--- src/rtl/csi2tx_dw_payload_fifo_if.sv ---
// csi2tx_dw_payload_fifo_if
//   Groups the converter-side payload strobe and the consumer-side
//   ready/valid handshake of the CSI-2 TX payload FIFO.
//   Converter side : dw_in, dw_vld_in, eol_in      (no back-pressure)
//   Consumer side  : pld_dw, pld_last, pld_vld, pld_rdy
//   Modports       : slave  - the FIFO itself
//                    master - the environment driving/consuming it
interface csi2tx_dw_payload_fifo_if;
  logic [31:0] dw_in;
  logic        dw_vld_in;
  logic        eol_in;
  logic [31:0] pld_dw;
  logic        pld_last;
  logic        pld_vld;
  logic        pld_rdy;

  modport slave (
    input  dw_in, dw_vld_in, eol_in, pld_rdy,
    output pld_dw, pld_last, pld_vld
  );

  modport master (
    output dw_in, dw_vld_in, eol_in, pld_rdy,
    input  pld_dw, pld_last, pld_vld
  );
endinterface

--- src/rtl/csi2tx_dw_payload_fifo.sv ---
// csi2tx_dw_payload_fifo
//   FWFT payload FIFO between the CSI-2 TX pixel-to-byte converters and the
//   lane distributor. Stores 32-bit words plus a last-of-line tag, counts the
//   bytes of each line and publishes the Word Count when the eol word arrives.
// Ports:
//   clk, rst  - rising-edge clock, asynchronous active-high reset
//   pld_if    - converter input strobe and consumer ready/valid (slave side)
//   flush     - synchronous clear of pointers, counters and flags
//   wc/wc_vld - byte count of the last completed line, one-cycle update pulse
//   fill/full - registered occupancy and full flag
//   ovf       - sticky flag: at least one word was dropped
module csi2tx_dw_payload_fifo #(
  parameter int DEPTH = 8,
  parameter int AW    = 3
) (
  input  logic                         clk,
  input  logic                         rst,
  csi2tx_dw_payload_fifo_if.slave      pld_if,
  input  logic                         flush,
  output logic [15:0]                  wc,
  output logic                         wc_vld,
  output logic [AW:0]                  fill,
  output logic                         full,
  output logic                         ovf
);

  localparam logic [AW:0]  DEPTH_C  = (AW+1)'(DEPTH);
  localparam logic [AW:0]  ONE_C    = {{AW{1'b0}}, 1'b1};
  localparam logic [15:0]  CNT_MAX  = 16'hFFFC;

  logic [32:0] mem_r [DEPTH];
  logic [AW:0] wr_ptr_r, rd_ptr_r;
  logic [AW:0] fill_r, fill_nxt_s;
  logic        full_r, ovf_r, wc_vld_r;
  logic [15:0] cnt_r, wc_r, cnt_sat_s;
  logic        empty_s, full_s, rd_s, wr_s;
  logic [32:0] head_s;

  // Pointer-derived status: equal pointers mean empty, MSB differing with
  // equal low bits means full.
  assign empty_s = (wr_ptr_r == rd_ptr_r);
  assign full_s  = (wr_ptr_r[AW] != rd_ptr_r[AW]) &&
                   (wr_ptr_r[AW-1:0] == rd_ptr_r[AW-1:0]);
  assign rd_s    = !empty_s && pld_if.pld_rdy;
  // A read in the same cycle frees the slot, so a full FIFO still accepts.
  assign wr_s    = pld_if.dw_vld_in && (!full_s || rd_s);
  assign head_s  = mem_r[rd_ptr_r[AW-1:0]];

  // Next occupancy and saturating byte count for the current cycle.
  always_comb begin
    fill_nxt_s = fill_r;
    case ({wr_s, rd_s})
      2'b10:   fill_nxt_s = fill_r + ONE_C;
      2'b01:   fill_nxt_s = fill_r - ONE_C;
      default: fill_nxt_s = fill_r;
    endcase
    if (cnt_r >= CNT_MAX) begin
      cnt_sat_s = CNT_MAX;
    end else begin
      cnt_sat_s = cnt_r + 16'd4;
    end
  end

  // FWFT head presentation; zeroed when empty so stale storage never leaks.
  always_comb begin
    if (empty_s) begin
      pld_if.pld_dw   = 32'd0;
      pld_if.pld_last = 1'b0;
    end else begin
      pld_if.pld_dw   = head_s[31:0];
      pld_if.pld_last = head_s[32];
    end
    pld_if.pld_vld = !empty_s;
  end

  // Payload storage; not reset, validity is carried by the pointers.
  always_ff @(posedge clk) begin
    if (wr_s && !flush) begin
      mem_r[wr_ptr_r[AW-1:0]] <= {pld_if.eol_in, pld_if.dw_in};
    end
  end

  // Pointers, flags, line byte counter and word-count publication.
  always_ff @(posedge clk or posedge rst) begin
    if (rst) begin
      wr_ptr_r <= '0;
      rd_ptr_r <= '0;
      fill_r   <= '0;
      full_r   <= 1'b0;
      ovf_r    <= 1'b0;
      cnt_r    <= 16'd0;
      wc_r     <= 16'd0;
      wc_vld_r <= 1'b0;
    end else if (flush) begin
      // wc deliberately survives a flush; the header builder may still need it.
      wr_ptr_r <= '0;
      rd_ptr_r <= '0;
      fill_r   <= '0;
      full_r   <= 1'b0;
      ovf_r    <= 1'b0;
      cnt_r    <= 16'd0;
      wc_vld_r <= 1'b0;
    end else begin
      if (wr_s) begin
        wr_ptr_r <= wr_ptr_r + ONE_C;
      end
      if (rd_s) begin
        rd_ptr_r <= rd_ptr_r + ONE_C;
      end
      fill_r <= fill_nxt_s;
      full_r <= (fill_nxt_s == DEPTH_C);
      if (pld_if.dw_vld_in && !wr_s) begin
        ovf_r <= 1'b1;
      end
      if (pld_if.dw_vld_in && pld_if.eol_in) begin
        // A dropped eol word contributes no bytes to the published count.
        wc_r     <= wr_s ? cnt_sat_s : cnt_r;
        cnt_r    <= 16'd0;
        wc_vld_r <= 1'b1;
      end else begin
        if (wr_s) begin
          cnt_r <= cnt_sat_s;
        end
        wc_vld_r <= 1'b0;
      end
    end
  end

  assign wc     = wc_r;
  assign wc_vld = wc_vld_r;
  assign fill   = fill_r;
  assign full   = full_r;
  assign ovf    = ovf_r;

endmodule
--- src/flat_wrapper.sv ---
// flat-port wrapper written by rule: the top's interface ports become plain ports
module csi2tx_dw_payload_fifo_flat 
#(
  parameter int DEPTH = 8,
  parameter int AW    = 3
)
  (clk, rst, flush, wc, wc_vld, fill, full, ovf, pld_if_dw_in, pld_if_dw_vld_in, pld_if_eol_in, pld_if_pld_rdy, pld_if_pld_dw, pld_if_pld_last, pld_if_pld_vld);
  csi2tx_dw_payload_fifo_if pld_if_i ();
  input  logic clk;
  input  logic rst;
  input  logic flush;
  output logic [15:0] wc;
  output logic wc_vld;
  output logic [AW:0] fill;
  output logic full;
  output logic ovf;
  input wire logic [$bits(pld_if_i.dw_in)-1:0] pld_if_dw_in;
  input wire logic [$bits(pld_if_i.dw_vld_in)-1:0] pld_if_dw_vld_in;
  input wire logic [$bits(pld_if_i.eol_in)-1:0] pld_if_eol_in;
  input wire logic [$bits(pld_if_i.pld_rdy)-1:0] pld_if_pld_rdy;
  output wire logic [$bits(pld_if_i.pld_dw)-1:0] pld_if_pld_dw;
  output wire logic [$bits(pld_if_i.pld_last)-1:0] pld_if_pld_last;
  output wire logic [$bits(pld_if_i.pld_vld)-1:0] pld_if_pld_vld;
  assign pld_if_i.dw_in = pld_if_dw_in;
  assign pld_if_i.dw_vld_in = pld_if_dw_vld_in;
  assign pld_if_i.eol_in = pld_if_eol_in;
  assign pld_if_i.pld_rdy = pld_if_pld_rdy;
  assign pld_if_pld_dw = pld_if_i.pld_dw;
  assign pld_if_pld_last = pld_if_i.pld_last;
  assign pld_if_pld_vld = pld_if_i.pld_vld;
  csi2tx_dw_payload_fifo #(.DEPTH(DEPTH), .AW(AW)) u_core (.clk(clk), .rst(rst), .pld_if(pld_if_i), .flush(flush), .wc(wc), .wc_vld(wc_vld), .fill(fill), .full(full), .ovf(ovf));
endmodule
--- config.mk ---
export PLATFORM = sky130hd
export DESIGN_NAME = csi2tx_dw_payload_fifo_flat
export DESIGN_NICKNAME = d
export VERILOG_FILES = /design/src/rtl/csi2tx_dw_payload_fifo_if.sv /design/src/rtl/csi2tx_dw_payload_fifo.sv /design/src/flat_wrapper.sv
export SDC_FILE = /design/constraint.sdc
export NUM_CORES = 1
export LEC_CHECK = 0
export CORE_MARGIN = 2
export CORE_UTILIZATION = 45
export DETAILED_ROUTE_END_ITERATION = 10
export PLACE_DENSITY = 0.67
export RECOVER_POWER = 50
export SLEW_MARGIN = 20
export SYNTH_ARGS = -nofsm -noshare
export SYNTH_HDL_FRONTEND = slang
export SYNTH_SLANG_ARGS = --single-unit
export TNS_END_PERCENT = 30
--- constraint.sdc ---
create_clock -name clk -period 9.8 [get_ports clk]
set_clock_uncertainty 0.2 [all_clocks]
set_input_delay 1.96 -clock clk [delete_from_list [all_inputs] [get_ports clk]]
set_output_delay 1.96 -clock clk [all_outputs]
set_load 0.02 [all_outputs]
==> impl_metrics.env <==
export IMPL_run_status="complete, but fails checks"
export IMPL_failed_checks="capacitance limit, slew limit"
export IMPL_synth_enable_flop_cells=264
export IMPL_worst_setup_path_startpoint="u_core.rd_ptr_r[1]"
export IMPL_first_global_vias=6671
export IMPL_dp_slack_ns=4.370
export IMPL_worstRegToRegCells=14
export IMPL_slew_violations=119
export IMPL_mappedNetlistNets=718
export IMPL_post_route_util=0.5433
export IMPL_synth_most_common_cell="sky130_fd_sc_hd__edfxtp_1"
export IMPL_power_ir_vdd_worst_v=0.0001488
export IMPL_area_growth_syn_to_layout_pct=18.52
export IMPL_clock_tree_root_cell="sky130_fd_sc_hd__clkbuf_16"
export IMPL_grt_antenna_before_repair=3
export IMPL_cts_resized=0
export IMPL_holdBufCountCts=0
export IMPL_first_iter_violations=366
export IMPL_min_period_ns=7.570
export IMPL_cts_buffer_count=30
export IMPL_post_layout_instance_count_excluding_filler_cells=1145
export IMPL_post_drt_wl_per_cell_um=20.97
export IMPL_synthesis_yosys_warnings=0
export IMPL_clk_lat_worst_skew_ns=0.55
export IMPL_fraction_of_the_cycle_the_final_worst_path_needs=0.7725
export IMPL_cts_tree="yes"
export IMPL_mapped_cells=674
export IMPL_drc_markers=0
export IMPL_netlist_top_cell_by_area="sky130_fd_sc_hd__edfxtp_1"
export IMPL_post_cts_setup_buffer_count=0
export IMPL_worst_hold_path_endpoint="u_core.wc[1]"
export IMPL_globalplace_congestion=0.8367
export IMPL_p_per_area_nw_per_um2=213.0
export IMPL_yosys_cell_types_count=49
export IMPL_grt_max_degree=71
export IMPL_timing_critical_path_required_ns=7.64
export IMPL_route_antenna_remaining_nets=0
export IMPL_vias_per_cell=5.432
export IMPL_class_of_the_worst_hold_path="flip-flop to flip-flop"
export IMPL_worstPathArrival_ns=5.41
export IMPL_ys_ff_latch=311
export IMPL_r2r_start="u_core.rd_ptr_r[1]"
export IMPL_detailedPlacementHpwl_um=14080
export IMPL_synthTopCellsByArea="sky130_fd_sc_hd__edfxtp_1 (64%), sky130_fd_sc_hd__mux4_2 (12%), sky130_fd_sc_hd__dfrtp_1 (9.5%)"
export IMPL_finalNetCount=821
export IMPL_finalSetupTns_ns=0
export IMPL_clk_pin_slew_ns=0.06
export IMPL_totalWireLength_um=24010
export IMPL_hold_slack_ns=0.2630
export IMPL_synth_top_cells_by_count="sky130_fd_sc_hd__edfxtp_1 (264), sky130_fd_sc_hd__nor2_1 (78), sky130_fd_sc_hd__mux4_2 (66), sky130_fd_sc_hd__dfrtp_1 (47), sky130_fd_sc_hd__mux2i_1 (36)"
export IMPL_ctsLongestPathBuffers=3
export IMPL_layout_drive_gt1_share=0.1835
export IMPL_clock_tree_htree_level_count=1
export IMPL_leakagePower_nw=4.866
export IMPL_startpoint_types="flip-flop"
export IMPL_timing_rr_end="u_core.full"
export IMPL_maxCapViolCount=2
export IMPL_slew_headroom=-1.154
export IMPL_detailed_place_area_um2=13740
export IMPL_worstPathMaxFanout=70
export IMPL_final_hold_violation_count=0
export IMPL_synthFlopType="sky130_fd_sc_hd__edfxtp_1"
export IMPL_core_um2=27030
export IMPL_min_delay_start="u_core.wc[1]"
export IMPL_post_synth_instance_area_um2=12390
export IMPL_yosysSeqAreaShare=0.7348
export IMPL_die_h_um=169.9
export IMPL_post_layout_total_power_mw=3.128
export IMPL_cp_end_kind="output port"
export IMPL_die_w_um=169.9
export IMPL_netlist_area_leader_share=0.6399
export IMPL_numPortBuffers=94
export IMPL_reg2reg_setup_slack_ns=3.57
export IMPL_rsz0062_at_grt="false"
export IMPL_floorplan_die_area_um2=28870
export IMPL_maximum_operating_frequency_mhz=132.1
export IMPL_finish_instance_area_um2=14680
export IMPL_grt_pass1_wl_um=37630
export IMPL_finalSetupViolations=0
export IMPL_globalRoute_totalOverflow=0
export IMPL_async_reset_ff_frac=0.1511
export IMPL_detailedRoute_firstPassIterationCount=4
export IMPL_global_route_usage_total=0.1723
export IMPL_synth_avg_cell_area_um2=18.38
export IMPL_clkSinkCount=311
export IMPL_vias=6220
export IMPL_min_path_cells=2
export IMPL_initial_utilization=0.4584
export IMPL_placement_rows=60
export IMPL_setup_worst_path_class="flip-flop to output port"
export IMPL_worstMarginPinSlew_ns=3.232
export IMPL_worst_setup_margin_ns=2.230
export IMPL_io_pin_count=95
export IMPL_placed_cells_incl_taps=1086
[how the worst max path moves through the flow]
stage,endpoint,slack [ns],cells past startpoint
floorplan,u_core.mem_r[4][0],3.39,5
global placement,pld_if_pld_vld,4.45,5
detailed placement,pld_if_pld_dw[30],4.37,5
CTS,pld_if_pld_dw[30],3.76,5
global route,pld_if_pld_vld,1.84,5
finish,pld_if_pld_vld,2.23,5
[cells by family (layout without fill, tap and decap cells)]
family / after synthesis / count (layout) / share of synthesized area
buf+inv: 45 / 172 / 0.01636
simple gates: 150 / 150 / 0.05686
other cells: 0 / 3 / 0
fa+ha+maj: 6 / 6 / 0.006059
flops: 311 / 311 / 0.7348
xor+xnor: 21 / 21 / 0.01666
compound gates: 38 / 38 / 0.01929
mux: 103 / 103 / 0.1500
[placed cells by master, fill, tap and decap left out, types with 5 or more instances in the layout]
master / count
sky130_fd_sc_hd__a21oi_1: 17
sky130_fd_sc_hd__buf_4: 13
sky130_fd_sc_hd__clkbuf_1: 6
sky130_fd_sc_hd__clkbuf_16: 30
sky130_fd_sc_hd__clkdlybuf4s50_1: 45
sky130_fd_sc_hd__clkinv_2: 6
sky130_fd_sc_hd__dfrtp_1: 45
sky130_fd_sc_hd__dlygate4sd3_1: 49
sky130_fd_sc_hd__edfxtp_1: 264
sky130_fd_sc_hd__ha_1: 6
sky130_fd_sc_hd__inv_1: 6
sky130_fd_sc_hd__mux2i_1: 36
sky130_fd_sc_hd__mux4_2: 66
sky130_fd_sc_hd__nand2_1: 22
sky130_fd_sc_hd__nand2b_1: 5
sky130_fd_sc_hd__nand3_1: 10
sky130_fd_sc_hd__nand4_1: 6
sky130_fd_sc_hd__nor2_1: 78
sky130_fd_sc_hd__o21ai_0: 5
sky130_fd_sc_hd__xnor2_1: 5
sky130_fd_sc_hd__xor2_1: 13
[critical path, cell delays in order (launching register included)]
cell and delay, ns:
sky130_fd_sc_hd__dfrtp_1 2.53, sky130_fd_sc_hd__xor2_2 0.25, sky130_fd_sc_hd__nor3_4 0.45, sky130_fd_sc_hd__and2_2 0.76, sky130_fd_sc_hd__inv_1 0.21, sky130_fd_sc_hd__clkdlybuf4s50_1 0.60
[per-layer routing]
| metal | vias up | part of all wire | wire, um | global-route usage |
|---|---|---|---|---|
| li1 | 2854 | - | - | - |
| met1 | 3191 | 0.43 | 10360 | 0.2283 |
| met2 | 142 | 0.50 | 11940 | 0.2948 |
| met3 | 33 | 0.053 | 1282 | 0.03512 |
| met4 | 0 | 0.018 | 427 | 0.04311 |
| met5 | - | 0 | 0 | 0 |
[final cells by class]
cell class	instances	area [um^2]
Antenna cell	3	7.507
Sequential cell	311	9109
Fill cell	2113	12340
Timing Repair Buffer	108	1042
Multi-Input combinational cell	318	3117
Clock inverter	16	132.6
Tap cell	341	426.7
Clock buffer	40	819.5
Inverter	8	30.03
[flip-flops by register name, summed over array words and instances, names as in the netlist]
register and flops:
u_core.mem_r 264, u_core.fill 4, u_core.wc_vld 1, u_core.ovf 1, u_core.full 1, u_core.wc 16
u_core.wr_ptr_r 4, u_core.cnt_r 16, u_core.rd_ptr_r 4
[report_power, final]
part           total, mW  switching (mW)  internal [mW]
clock               1.09           0.473          0.619
sequential          1.51          0.0464           1.47
combinational      0.523           0.261          0.263
Note: power is estimated with default switching activity, not from simulation.
